[src/rtl/piso_serializer.sv]
// Parallel-in serial-out stage feeding a downstream left shift register (MSB first).
// Latency: first bit on serial_out the cycle after accept; each word takes WIDTH cycles, then GAP idle cycles.
// Backpressure: in_ready is high in IDLE, or on the last bit when GAP==0, so back-to-back words leave no bubble.
module piso_serializer #(
  parameter int WIDTH      = 4,
  parameter int GAP        = 0,
  parameter bit IDLE_LEVEL = 1'b0
) (
  input  logic             clk,
  input  logic             rst,
  input  logic [WIDTH-1:0] in_data,
  input  logic             in_valid,
  output logic             in_ready,
  output logic             serial_out,
  output logic             last_bit,
  output logic             word_done,
  output logic             busy,
  output logic [7:0]       word_count
);

  localparam int BW = $clog2(WIDTH);
  localparam int GW = (GAP > 1) ? $clog2(GAP) : 1;

  typedef enum logic [1:0] {
    S_IDLE  = 2'd0,
    S_SHIFT = 2'd1,
    S_GAP   = 2'd2
  } state_t;

  state_t           r_state;
  logic [WIDTH-1:0] r_shift;
  logic [BW-1:0]    r_bit_cnt;
  logic [GW-1:0]    r_gap_cnt;
  logic             r_word_done;
  logic [7:0]       r_word_count;

  logic w_last_bit;
  logic w_accept;

  // Last bit of the word is on the wire when the counter reaches WIDTH-1.
  assign w_last_bit = (r_state == S_SHIFT) && (r_bit_cnt == BW'(WIDTH - 1));
  assign w_accept   = in_valid && in_ready;

  // Ready only from state registers (and reset), never from in_valid.
  assign in_ready   = ~rst & ((r_state == S_IDLE) | (w_last_bit & (GAP == 0)));

  // Serial line comes straight from the shift register MSB while shifting.
  assign serial_out = (r_state == S_SHIFT) ? r_shift[WIDTH-1] : IDLE_LEVEL;
  assign last_bit   = w_last_bit;
  assign word_done  = r_word_done;
  assign busy       = (r_state != S_IDLE);
  assign word_count = r_word_count;

  // Main FSM: load, shift, optional idle gap; completion pulse and word counter.
  always_ff @(posedge clk or posedge rst) begin
    if (rst) begin
      r_state      <= S_IDLE;
      r_shift      <= '0;
      r_bit_cnt    <= '0;
      r_gap_cnt    <= '0;
      r_word_done  <= 1'b0;
      r_word_count <= 8'd0;
    end else begin
      // Downstream holds the full word one edge after its last bit was driven.
      r_word_done <= w_last_bit;
      if (w_last_bit) begin
        r_word_count <= r_word_count + 8'd1;
      end

      case (r_state)
        S_IDLE: begin
          if (w_accept) begin
            r_shift   <= in_data;
            r_bit_cnt <= '0;
            r_state   <= S_SHIFT;
          end
        end

        S_SHIFT: begin
          r_shift   <= {r_shift[WIDTH-2:0], 1'b0};
          r_bit_cnt <= r_bit_cnt + BW'(1);
          if (w_last_bit) begin
            r_bit_cnt <= '0;
            if (GAP > 0) begin
              r_state   <= S_GAP;
              r_gap_cnt <= '0;
            end else if (in_valid) begin
              // Chained word: reload in the same edge, stay in SHIFT.
              r_shift <= in_data;
            end else begin
              r_state <= S_IDLE;
            end
          end
        end

        S_GAP: begin
          if (int'(r_gap_cnt) >= GAP - 1) begin
            r_state <= S_IDLE;
          end else begin
            r_gap_cnt <= r_gap_cnt + GW'(1);
          end
        end

        default: r_state <= S_IDLE;
      endcase
    end
  end

endmodule

[config.mk]
export PLATFORM = sky130hd
export DESIGN_NAME = piso_serializer
export DESIGN_NICKNAME = d
export VERILOG_FILES = /design/src/rtl/piso_serializer.sv
export SDC_FILE = /design/constraint.sdc
export NUM_CORES = 1
export LEC_CHECK = 0
export CAP_MARGIN = 0
export CORE_MARGIN = 1
export CORE_UTILIZATION = 25
export DETAILED_ROUTE_END_ITERATION = 8
export PLACE_DENSITY_LB_ADDON = 0.1
export SLEW_MARGIN = 20
export SYNTH_ARGS = -nofsm -noshare
export SYNTH_HDL_FRONTEND = slang
export SYNTH_SLANG_ARGS = --single-unit
[constraint.sdc]
create_clock -name clk -period 1.45 [get_ports clk]
set_clock_uncertainty 0.05 [all_clocks]
set_input_delay 0.29 -clock clk [delete_from_list [all_inputs] [get_ports clk]]
set_output_delay 0.29 -clock clk [all_outputs]
set_load 0.02 [all_outputs]
==> impl_metrics.toml, run 1 <==
[cells_and_area]
nFillCells = 272
fin_nets = 102
area_growth_pct = 50.3
antenna-diode-count = 0
drive_above_1_share = 0.359
final_cells = 123
post-route-util = 0.397

[synth]
synth_common_cells = "dfrtp_1 (16), xnor2_1 (6), mux2_1 (4), mux2_2 (4), nand4_1 (4)"
synth_top_area_frac = 0.555
synth_edf_count = 0
yosysWarnings = 0
yosysMostFrequentCell = "dfrtp_1"
async_reset_ff_frac = 1.00
synth_largest_area_cell = "dfrtp_1"
ys_seq_area_frac = 0.555
synth_cells = 57
synthTopCellsByArea = "dfrtp_1 (55%), xnor2_1 (7.3%), mux2_1 (6.2%)"
syn-num-nets = 66
synth_area_um2 = 722
ys_seq_elements = 16
synth_cell_types = 21
ys.flop_type = "dfrtp_1"
syn_area_per_cell_um2 = 12.7

[timing]
fin_crit_ns = 1.67
worstMarginPinSlew_ns = 0.294
fin_ws_ns = -0.220
period_share = 1.15
fmax_mhz = 599
setup_viol = 5
rsz0062_at_grt = "true"
final_max_slew_viol_count = 0
hold_violations = 0
max-slew-margin-rel = 0.804

[placed_design]
dp_slack_ns = -0.315
gp_congestion = 0.731
dp.cells = 117
hpwl_um = 1080
io_buffers = 19

[routing]
avgRoutedWirePerCell_um = 11.4
drt-pass1-iter-count = 5
avgViaCountPerCell = 4.45
post-route-drc-count = 0
drtAntennaViolNets = 0
num_vias = 547
drt_wl_total_um = 1400
drt-initial-drc-count = 9

[global_routing]
antenna_found_initial = 0
grt_pass1_wl_um = 2480
grt_pass1_vias = 575
grt.overflow.total = 0
grt_util_all_layers = 0.107
grt_max_degree = 17

[floorplan]
io_pins = 20
rows = 19
die_w_um = 55.7
dieArea_um2 = 3110
coreArea_um2 = 2730
start_util = 0.264
dieHeight_um = 55.7

[clock_network]
htree_levels = 1
cts_buffers = 3
cts_tree = "done"
clk_pin_slew_worst_paths_ns = 0.10
clockBufferDepth = 2
worstSkewPairLatency_ns = 0.29
clk_root_buffer_cell = "clkbuf_4"
clock_sinks = 16

[worst_setup_path]
required_ns = 1.58
cp-start-kind = "flip-flop"
end_kind = "flip-flop"
crit_arrival_ns = 1.80
critPathMaxFanout = 4
critPathKind = "reg -> reg"

[outcome]
violations = "negative setup slack"
run_status = "finished with violations"

[power_and_ir_drop]
power_density_nw_per_um2 = 1940
leakagePower_uw = 0.000544
ir_worst_vdd_uv = 814

[job]
cap_violations = 0

[worst_hold_path]
min_path_type = "in -> async"
[worst paths after layout]
path                                from  cells past startpoint  slack (ns)            end
max                         r_bit_cnt[1]                      5       -0.22     r_shift[3]
min                                  rst                      4        0.40   r_bit_cnt[1]
max reg2reg                 r_bit_cnt[1]                      5       -0.22     r_shift[3]
min reg2reg                word_count[7]                      1        0.42  word_count[7]
max in group asynchronous            rst                      4        0.75     r_state[0]
min in group clk           word_count[7]                      1        0.42  word_count[7]
[repair_timing]
| action | in CTS | in global routing |
|---|---|---|
| hold buffers | 0 | 0 |
| cloned | 0 | 0 |
| setup endpoints to repair | 16 | 10 |
| pin swaps | 1 | 2 |
| buffers inserted | 0 | 2 |
| resized for setup | 23 | 9 |
[state kept, by name, summed over array words and instances (netlist names)]
signal and cells:
word_done 1, r_state 1, word_count 8, r_bit_cnt 2, r_shift 4
[cell type report]
type / count / area, um^2 / share of cell area
multi-input combinational: 37 / 328 / 0.302
timing repair buffer: 32 / 269 / 0.248
inverter: 3 / 11.3 / 0.0104
tap: 31 / 38.8 / 0.0358
clock buffer: 4 / 36.3 / 0.0334
sequential: 16 / 402 / 0.370
[placed cells by master, fill, tap and decap left out, types with 2 or more instances in the layout]
| cell type | instances |
|---|---|
| xnor2_1 | 6 |
| dlygate4sd2_1 | 8 |
| a21oi_1 | 2 |
| mux2_2 | 4 |
| clkdlybuf4s15_1 | 2 |
| clkdlybuf4s50_1 | 6 |
| and3_1 | 2 |
| dfrtp_1 | 15 |
| nand4_1 | 4 |
| buf_4 | 13 |
| mux2_4 | 3 |
| buf_2 | 2 |
| clkbuf_4 | 3 |
| nand2_1 | 2 |
| inv_1 | 3 |
[cells by family after synthesis]
kind of cell	synth area share
compound gates	0.0693
xor+xnor	0.0849
fa+ha+maj	0.0347
buf+inv	0.0225
flops	0.555
mux	0.125
simple gates	0.109
[stage by stage]
| stage | total power [uW] | hold WS (ns) | cell area, um^2 | TNS [ns] |
|---|---|---|---|---|
| after floorplan | 1280 | 0.154 | 726 | -0.101 |
| after global placement | 1780 | 0.410 | 1030 | -1.68 |
| after detailed placement | 1790 | 0.417 | 1030 | -1.77 |
| after CTS | 2020 | 0.402 | 1040 | -0.924 |
| after global routing | 2270 | 0.427 | 1080 | -1.22 |
| final | 2110 | 0.400 | 1080 | -0.937 |
[critical path, cell delays in order (launching register included)]
cell and delay [ns]:
dfrtp_1 0.39, ha_2 0.21, buf_6 0.12, a21boi_4 0.21, mux2_4 0.32, mux2_2 0.25
[report_power, final]
part	switching (uW)	internal, uW	leakage [uW]
registers	95.7	606	0.000203
clock network	144	153	0.0000210
logic	493	619	0.000320
total	732	1380	0.000544
[routing by layer]
| metal | global-route usage | up-vias | share of wire |
|---|---|---|---|
| li1 | - | 268 | - |
| met1 | 0.121 | 267 | 0.48 |
| met2 | 0.174 | 10 | 0.46 |
| met3 | 0.0512 | 2 | 0.053 |
| met4 | 0.0429 | 0 | 0.0093 |
| met5 | 0 | - | 0 |
No activity file was read; power rests on OpenSTA's default activity.
==> run 2, diff against run 1 <==
- CAP_MARGIN: 0 -> not set
- CORE_UTILIZATION: 25 -> 41
- PLACE_DENSITY_LB_ADDON: 0.1 -> 0.2
==> impl_metrics.toml, run 2 (synthesized netlist as in run 1, its figures left out) <==
[outcome]
run_status = "finished with violations"
violations = "negative setup slack"

[worst_hold_path]
min_path_type = "in -> async"

[routing]
drt_wl_total_um = 1410
avgRoutedWirePerCell_um = 12.9
avgViaCountPerCell = 4.99
num_vias = 544
drtAntennaViolNets = 0
drt-pass1-iter-count = 6
drt-initial-drc-count = 12
post-route-drc-count = 0

[timing]
period_share = 1.14
final_max_slew_viol_count = 0
fmax_mhz = 606
fin_crit_ns = 1.65
fin_ws_ns = -0.199
rsz0062_at_grt = "true"
max-slew-margin-rel = 0.806
worstMarginPinSlew_ns = 0.290
setup_viol = 5
whs_ns = 0.263
hold_violations = 0

[cells_and_area]
largest_reg_flops = 8
multi_input_area_um2 = 337
nFillCells = 128
fin_nets = 103
seq_area_um2 = 402
final_area_um2 = 1080
final_common_cell = "dfrtp_1"
area_growth_pct = 49.6
drive_above_1_share = 0.376
antenna-diode-count = 0
final_cells = 109
layout_common_cells = "dfrtp_1 (15), buf_4 (13), dlygate4sd2_1 (9)"

[clock_network]
clock_sinks = 16
htree_levels = 1
clk_pin_slew_worst_paths_ns = 0.09
worstSkewPairLatency_ns = 0.28
cts_tree = "done"
clockBufferDepth = 2
clk_root_buffer_cell = "clkbuf_4"
cts_buffers = 3

[global_routing]
antenna_found_initial = 0
grt.overflow.total = 0
grt_pass1_vias = 531
grt_pass1_wl_um = 2330
grt_util_all_layers = 0.169
grt_max_degree = 15

[placed_design]
hpwl_um = 1040
dpl_cell_area_um2 = 1020
dp.cells = 103
io_buffers = 19
gp_congestion = 0.735
dp_slack_ns = -0.309

[power_and_ir_drop]
intPower_uw = 1390
switching_share = 0.351
power_uw = 2130
combPwrFrac = 0.534
power_frac_clock = 0.137
p_sw_uw = 749
power.share.sequential = 0.330
leakagePower_uw = 0.000552
ir_worst_vdd_uv = 1190
power_density_nw_per_um2 = 1980

[worst_setup_path]
crit_arrival_ns = 1.78
required_ns = 1.58
critPathMaxFanout = 4
cp-start-kind = "flip-flop"
critPathKind = "reg -> reg"
end_kind = "flip-flop"

[floorplan]
dieArea_um2 = 1930
start_util = 0.458
die_w_um = 44.0
io_pins = 20
dieHeight_um = 44.0
coreArea_um2 = 1580
rows = 14

[job]
cap_violations = 0
-- run 2: cell types whose count changed in the layout (fill, tap and decap cells not counted) --
cell	previous run	this run
ha_2	1	0
buf_2	2	3
ha_4	0	1
and2_2	0	1
buf_6	1	2
and2_4	1	0
clkdlybuf4s15_1	2	0
dlygate4sd2_1	8	9
-- run 2: layer usage --
layer  GRT usage  up-vias  wire (um)
met2       0.257       12        672
met1       0.225      259        657
met4      0.0909        0         28
li1            -      269          -
met3      0.0375        4         46
met5           0        -          0
-- run 2: what timing repair did --
| item | CTS | global route |
|---|---|---|
| endpoints found under the setup margin | 16 | 5 |
| buffers inserted | 0 | 2 |
| pin swaps | 1 | 0 |
| hold buffers | 0 | 0 |
| gates resized for setup | 28 | 6 |
-- run 2: worst paths after layout --
path | startpoint | to | slack, ns | depth (start not counted)
hold reg to reg | word_count[7] | word_count[7] | 0.42 | 1
setup / recovery | r_bit_cnt[0] | r_shift[1] | -0.20 | 5
max in group asynchronous | rst | r_state[0] | 0.69 | 4
hold / removal | rst | r_bit_cnt[1] | 0.26 | 3
setup reg to reg | r_bit_cnt[0] | r_shift[1] | -0.20 | 5
min in group clk | word_count[7] | word_count[7] | 0.42 | 1
-- run 2: power groups by stage --
stage          combinational [uW]  clock [uW]  sequential, uW
2_1_floorplan                 466           0             818
3_3_place_gp                 1080           0             695
3_5_place_dp                 1100           0             700
4_1_cts                      1040         307             691
5_1_grt                      1220         325             722
6_report                     1140         292             704
-- run 2: cell type report --
cell class | count | share of cell area
Sequential cell | 16 | 0.372
Tap cell | 16 | 0.0185
Inverter | 3 | 0.0104
Multi-Input combinational cell | 37 | 0.312
Clock buffer | 4 | 0.0336
Timing Repair Buffer | 33 | 0.254
-- run 2: stage by stage --
step	util	setup TNS, ns
after floorplan	-	-0.101
after global placement	0.648	-1.58
after detailed placement	0.648	-1.67
after CTS	0.657	-0.825
after global routing	0.685	-1.01
final	0.685	-0.833
-- run 2: critical path, cell delays in order, from the launching register on --
cell and delay, ns:
dfrtp_1 0.42, ha_4 0.18, buf_6 0.12, a21boi_4 0.20, mux2_4 0.32, mux2_2 0.25
